$ cat config.mk
export PLATFORM = sky130hd
export DESIGN_NAME = lif_tick_scheduler
export DESIGN_NICKNAME = d
export VERILOG_FILES = /design/src/rtl/lif_tick_scheduler.sv
export SDC_FILE = /design/constraint.sdc
export NUM_CORES = 1
export LEC_CHECK = 0
export CAP_MARGIN = 25
export CORE_ASPECT_RATIO = 1.4
export CORE_MARGIN = 2
export CORE_UTILIZATION = 50
export DETAILED_ROUTE_END_ITERATION = 8
export GPL_TIMING_DRIVEN = 0
export PLACE_DENSITY_LB_ADDON = 0.3
export SETUP_SLACK_MARGIN = 0.4
export SYNTH_ARGS = -nofsm -noshare
export SYNTH_HDL_FRONTEND = slang
export SYNTH_SLANG_ARGS = --single-unit
$ cat constraint.sdc
create_clock -name clk -period 6.2 [get_ports clk]
set_input_delay 0.62 -clock clk [delete_from_list [all_inputs] [get_ports clk]]
set_output_delay 0.62 -clock clk [all_outputs]
set_load 0.03 [all_outputs]
$ cat src/rtl/lif_tick_scheduler.sv
// Time-multiplexed leaky-integrate-and-fire controller: one shared update datapath
// walks N_NEURONS virtual neurons per tick and emits spike IDs over valid/ready.
module lif_tick_scheduler #(
    parameter int N_NEURONS = 8,
    parameter int ID_W      = 3,
    parameter int REFRAC    = 2
) (
    input  logic                 clk,
    input  logic                 rst,
    input  logic                 tick_start,
    input  logic [N_NEURONS-1:0] syn,
    input  logic [7:0]           weight,
    input  logic [7:0]           threshold,
    input  logic [7:0]           leak,
    output logic                 busy,
    output logic                 done,
    output logic                 spike_valid,
    input  logic                 spike_ready,
    output logic [ID_W-1:0]      spike_id,
    input  logic [ID_W-1:0]      rd_idx,
    output logic [7:0]           rd_v
);

    localparam logic [1:0]      S_IDLE      = 2'd0;
    localparam logic [1:0]      S_UPDATE    = 2'd1;
    localparam logic [1:0]      S_DONE      = 2'd2;
    localparam logic [ID_W-1:0] LAST_IDX    = ID_W'(N_NEURONS - 1);
    localparam logic [3:0]      REFRAC_INIT = 4'(REFRAC);

    logic [1:0]           state;
    logic [ID_W-1:0]      idx;
    logic [N_NEURONS-1:0] syn_q;
    logic [7:0]           v_mem      [N_NEURONS];
    logic [3:0]           refrac_mem [N_NEURONS];

    logic [7:0] v_cur;
    logic [7:0] w_eff;
    logic [8:0] sum_raw;
    logic [7:0] sum_sat;
    logic [7:0] v_leaked;
    logic       in_refrac;
    logic       fire;
    logic       slot_free;
    logic       commit;

    // A firing neuron may only commit when the spike slot can take its event;
    // otherwise the whole update is re-evaluated next cycle with idx held.
    always_comb begin
        v_cur     = v_mem[idx];
        in_refrac = (refrac_mem[idx] != 4'd0);
        w_eff     = syn_q[idx] ? weight : 8'd0;
        sum_raw   = {1'b0, v_cur} + {1'b0, w_eff};
        sum_sat   = sum_raw[8] ? 8'hFF : sum_raw[7:0];
        v_leaked  = (sum_sat > leak) ? (sum_sat - leak) : 8'd0;
        fire      = (state == S_UPDATE) && !in_refrac && (sum_sat >= threshold);
        slot_free = !spike_valid || spike_ready;
        commit    = (state == S_UPDATE) && (!fire || slot_free);
    end

    assign busy = (state != S_IDLE);
    assign done = (state == S_DONE);

    always_ff @(posedge clk) begin
        if (!rst) begin
            state       <= S_IDLE;
            idx         <= '0;
            syn_q       <= '0;
            spike_valid <= 1'b0;
            spike_id    <= '0;
            rd_v        <= 8'd0;
            for (int i = 0; i < N_NEURONS; i++) begin
                v_mem[i]      <= 8'd0;
                refrac_mem[i] <= 4'd0;
            end
        end else begin
            rd_v <= v_mem[rd_idx];

            case (state)
                S_IDLE: begin
                    if (tick_start) begin
                        syn_q <= syn;
                        idx   <= '0;
                        state <= S_UPDATE;
                    end
                end
                S_UPDATE: begin
                    if (commit) begin
                        if (in_refrac) begin
                            refrac_mem[idx] <= refrac_mem[idx] - 4'd1;
                            v_mem[idx]      <= 8'd0;
                        end else if (fire) begin
                            refrac_mem[idx] <= REFRAC_INIT;
                            v_mem[idx]      <= 8'd0;
                        end else begin
                            v_mem[idx] <= v_leaked;
                        end
                        if (idx == LAST_IDX) begin
                            state <= S_DONE;
                        end else begin
                            idx <= idx + 1'b1;
                        end
                    end
                end
                S_DONE: begin
                    state <= S_IDLE;
                end
                default: begin
                    state <= S_IDLE;
                end
            endcase

            // A newly committed spike replaces a consumed one in the same cycle.
            if (commit && fire) begin
                spike_valid <= 1'b1;
                spike_id    <= idx;
            end else if (spike_ready) begin
                spike_valid <= 1'b0;
            end
        end
    end

endmodule
======== Yosys cells after proc, flatten, opt, wreduce, memory -nomap -nowiden ========
Memories as Yosys holds them, arrays and structs flattened. A register that Yosys moved wholly into a read port is not among the register bits.
Cells that the tools add are included.
word-level totals
  bits in registers ....................... 17
  memory bits (writable) .................. 96
  bits of input ports ..................... 39
  logic and storage cells ................. 90
  memories ................................ 2
memories
  name        words  bits a word  read ports  clocked after Yosys merged registers in  write ports  RTL line  text
  v_mem       8      8            2           2                                        8            33        logic [7:0] v_mem [N_NEURONS];
  refrac_mem  8      4            1           1                                        8            34        logic [3:0] refrac_mem [N_NEURONS];
cells by class
  add/sub/neg operators ................... 4
  order comparisons ....................... 3
  equality and inequality tests ........... 7
  mux-type cells .......................... 46
  bitwise gates (word level) .............. 3
  reduce and logical (&&, ||, !) cells .... 20
operators by type and width
  cell                   count
  $mux W8                6
  $mux W3                9
  $mux W1                23
  $add A8 B8 Y9          1
  $ge A8 B8 Y1           1
  $gt A8 B8 Y1           1
  $mux W4                2
  $reduce_or A8 Y1       1
  $sub A8 B8 Y8          1
  $mux W2                3
  $ne A2 B2 Y1 const B   3
  $pmux W3 S2            1
  $reduce_bool A2 Y1     3
  $logic_and A1 B1 Y1    4
  $logic_not A1 Y1       4
  $lt A3 B4 Y1 const B   1
  $pmux W2 S2            1
  $reduce_and A4 Y1      1
  $reduce_bool A4 Y1     1
  $reduce_or A4 Y1       1
  $sub A4 B1 Y4 const B  1
  $add A3 B1 Y3 const B  1
  $bmux W1 S3            1
  $eq A3 B3 Y1 const B   1
  other kinds (8)        11

======== Logic depth before layout (Yosys ltp) ========
  word-level depth ........................ 18
  depth in mapped cells ................... 22
  mapped depth without buffers ............ 21

======== Worst setup path after synthesis ========
OpenSTA, ideal clock, no wires.
  kind .................................... register -> register
  from .................................... reg with a tool-made name
  to ...................................... mem v_mem[1][0], enable pin
  library setup time ...................... 0.384 ns
  arrival time ............................ 5.366 ns
  required time ........................... 5.816 ns
  path slack .............................. 0.450 ns
  cell stages (with the launch flop) ...... 21
  cells stage by stage .................... dfxtp_1 -> buf_2 -> buf_2 -> buf_2 -> mux4_2 -> mux2_2 -> ha_1 -> fa_1 -> a21o_1 -> a21oi_1 -> o21bai_1 -> a21oi_1 -> o21ai_0 -> nor2_1 -> ha_1 -> nand2b_1 -> a2111oi_0 -> o31ai_1 -> nand3b_1 -> nand2_1 -> o21ai_0
RTL lines
  what              RTL line
  end: declaration  33

==> flow_metrics.env <==
export IMPL_outcome="completed"
export IMPL_avgSynthCellArea_um2=12.0
export IMPL_fin_ws_ps=611
export IMPL_maxSlewHeadroom_pct=22.3
export IMPL_synth_edf_count=96
export IMPL_dp_hpwl_um=12700
export IMPL_cts_sinks=124
export IMPL_setup_tns_final_ps=0
export IMPL_diodes=0
export IMPL_synth_seq_cells=124
export IMPL_vias_per_cell=5.80
export IMPL_end_kind="flip-flop"
export IMPL_grt_pass1_vias=5141
export IMPL_die_w_um=102
export IMPL_coreArea_um2=13300
export IMPL_yosys_area_top_type="edfxtp_1"
export IMPL_path_delay_family="compound AO/OA/AOI/OAI gates"
export IMPL_finalSetupViolCount=0
export IMPL_skew_ps=12.4
export IMPL_critPathMaxStageDelay_ps=420
export IMPL_ant_nets=0
export IMPL_clockBufferDepth=2
export IMPL_synthCells=564
export IMPL_async_flop_share_pct=0
export IMPL_syn2layout_area_growth_pct=24.6
export IMPL_place_area_um2=7540
export IMPL_yosysWarnings=0
export IMPL_dr_pass1_iters=7
export IMPL_tritoncts="done"
export IMPL_yosysSeqAreaShare_pct=50.8
export IMPL_gr_total_overflow=0
export IMPL_arrival_ps=5720
export IMPL_grt_antenna_before_repair=0
export IMPL_ys_types=53
export IMPL_path_clk_slew_ps=60
export IMPL_nets=715
export IMPL_start_util_pct=50.9
export IMPL_cp_start_kind="flip-flop"
export IMPL_worstPathCellList="buf_2 -> clkbuf_4 -> buf_4 -> mux4_2 -> mux2_2 -> ha_1 -> fa_1 -> a21o_1 -> a21oi_2 -> o21bai_1 -> a21oi_2 -> o21ai_0 -> nor2_1 -> ha_1 -> nand2b_1 -> a2111oi_4 -> o31ai_4 -> nand3b_1 -> nand2_4 -> o21ai_4 -> clkbuf_4"
export IMPL_hp_class="reg -> reg"
export IMPL_drc_errors=0
export IMPL_rsz0062_at_grt="false"
export IMPL_synth_top_area_share_pct=42.5
export IMPL_cp_slowest_cell="fa_1"
export IMPL_die_h_um=142
export IMPL_post_route_period_util_pct=90.1
export IMPL_port_buffer_count=49
export IMPL_wl_um=17300
export IMPL_gp_congestion=0.867
export IMPL_drive_gt1_share_pct=20.6
export IMPL_period_needed_ps=5590
export IMPL_worst_pin_slew_ps=1170
export IMPL_max_freq_mhz=179
export IMPL_core_rowCount=50
export IMPL_routedWlPerCell_um=20.6
export IMPL_fin_area_um2=8450
export IMPL_drtIter0Drc=395
export IMPL_synth_area_top_cells="edfxtp_1 (43%), mux4_2 (13%), dfxtp_1 (8.3%)"
export IMPL_cp_num_buf_inv=4
export IMPL_dp_cells=803
export IMPL_synth_nets=633
export IMPL_root_buffer="clkbuf_16"
export IMPL_vias=4874
export IMPL_finalMaxSlewViolations=0
export IMPL_worstSkewPairLatency_ps=420
export IMPL_layout_cells_non_filler=841
export IMPL_synth_ff_type="edfxtp_1"
export IMPL_power_leakage_nw=3.11
export IMPL_ir_worst_vdd_mv=0.168
export IMPL_fin_util_pct=63.4
export IMPL_cp_max_fo=10
export IMPL_syn_area_um2=6780
export IMPL_required_ps=6330
export IMPL_maxCapViolations=0
export IMPL_post_place_ws_ps=-1190
export IMPL_cts_max_level=4
export IMPL_dieArea_um2=14500
export IMPL_cts_buffers=17
export IMPL_holdWs_ps=523
export IMPL_path_class="reg -> reg"
export IMPL_grt_start_max_net_pins=17
export IMPL_hold_viol=0
export IMPL_io_pins=53
export IMPL_power_mw=2.25
export IMPL_grt_util_all_layers_pct=24.9
export IMPL_power_density_nw_per_um2=267
export IMPL_grt_first_pass_wirelength_um=26400
## worst register-to-register path, cell delays in order, from the launching register on
cell and delay (ps):
dfxtp_1 310, buf_2 220, clkbuf_4 280, buf_4 250, mux4_2 320, mux2_2 280, ha_1 230, fa_1 420
a21o_1 220, a21oi_2 200, o21bai_1 110, a21oi_2 260, o21ai_0 170, nor2_1 170, ha_1 240, nand2b_1 180
a2111oi_4 410, o31ai_4 150, nand3b_1 200, nand2_4 190, o21ai_4 240, clkbuf_4 250
## Yosys cell counts, types with 2 or more instances
cell,instances
a21o_1,4
a21oi_1,11
and2_1,10
and3_1,3
buf_1,3
buf_2,4
clkbuf_1,19
dfxtp_1,28
edfxtp_1,96
fa_1,2
ha_1,28
inv_1,22
mux2_2,11
mux2i_1,25
mux4_2,38
nand2_1,21
nand2b_1,8
nand3_1,10
nand3b_1,6
nand4_1,6
nor2_1,101
nor2b_1,27
nor3_1,12
o211a_1,2
o21a_1,5
o21ai_0,24
o21bai_1,2
o22ai_1,3
o31ai_1,2
or3_1,2
xnor2_1,6
xor2_1,2
## timing repair
action	4_1_cts	5_1_grt
resized for setup	63	27
setup endpoints to repair	180	154
pin swaps	4	7
hold buffers	0	0
setup buffers	4	1
## where the power goes
part           switching, mW  internal [mW]  leakage (nW)
Sequential            0.0150          0.927          1.23
Clock                  0.398          0.524         0.267
Combinational          0.215          0.173          1.61
## layer usage
| layer | share of wire (%) | global-route usage (%) |
|---|---|---|
| met1 | 35 | 25.6 |
| met2 | 56 | 45.9 |
| met3 | 4.4 | 4.58 |
| met4 | 5.0 | 14.3 |
| met5 | 0 | 0 |
## cell type report
type	count	area, um^2
Timing Repair Buffer	63	593
Clock buffer	17	425
Clock inverter	15	131
Sequential cell	124	3440
Tap cell	182	228
Inverter	22	82.6
Buffer	26	141
Fill cell	993	4880
Multi-Input combinational cell	392	3400
## cells in the final DEF (no fill, tap or decap), drive strengths merged, types with 2 or more instances in the layout
cell type and count:
a21oi 11, and3 3, ha 28, a21o 4, clkdlybuf4s50 49, clkbuf 42, clkinvlp 3, mux2 11
clkinv 5, nand3b 6, o31ai 2, nand4 6, o21ai 25, xor2 2, dfxtp 28, nor3 13
nand2b 8, o21a 5, mux4 38, nand2 21, nand3 10, nor2 101, inv 29, o211a 2
edfxtp 96, mux2i 26, o22ai 3, fa 2, buf 15, o21bai 2, and2 11, nor2b 27
or3 2, xnor2 6
## sequential cells by signal (all words and copies together) (netlist names), named ones only
register / count
v_mem: 64
refrac_mem: 32
rd_v: 8
syn_q: 8
idx: 3
spike_id: 3
state: 2
spike_valid: 1
## logic make-up after synthesis
| kind of cell | synth area share [%] |
|---|---|
| flip-flops | 50.8 |
| adder cells (fa/ha/maj) | 5.76 |
| AND/OR/NAND/NOR | 15.0 |
| AO/OA/AOI/OAI | 6.33 |
| multiplexers | 18.3 |
| XOR/XNOR | 1.03 |
| buffers and inverters | 2.73 |
## path summary, 6_finish.rpt
check / start / to / slack (ps) / cells after the start
setup / recovery: flip-flop / v_mem[7][5]$_SDFFCE_PN0P_ / 610 / 21
hold / removal: syn_q[4]$_SDFFE_PN0P_ / syn_q[4]$_SDFFE_PN0P_ / 520 / 2
setup reg to reg: flip-flop / v_mem[7][5]$_SDFFCE_PN0P_ / 610 / 21
hold reg to reg: syn_q[4]$_SDFFE_PN0P_ / syn_q[4]$_SDFFE_PN0P_ / 520 / 2
Note: power is estimated with default switching activity, not from simulation.
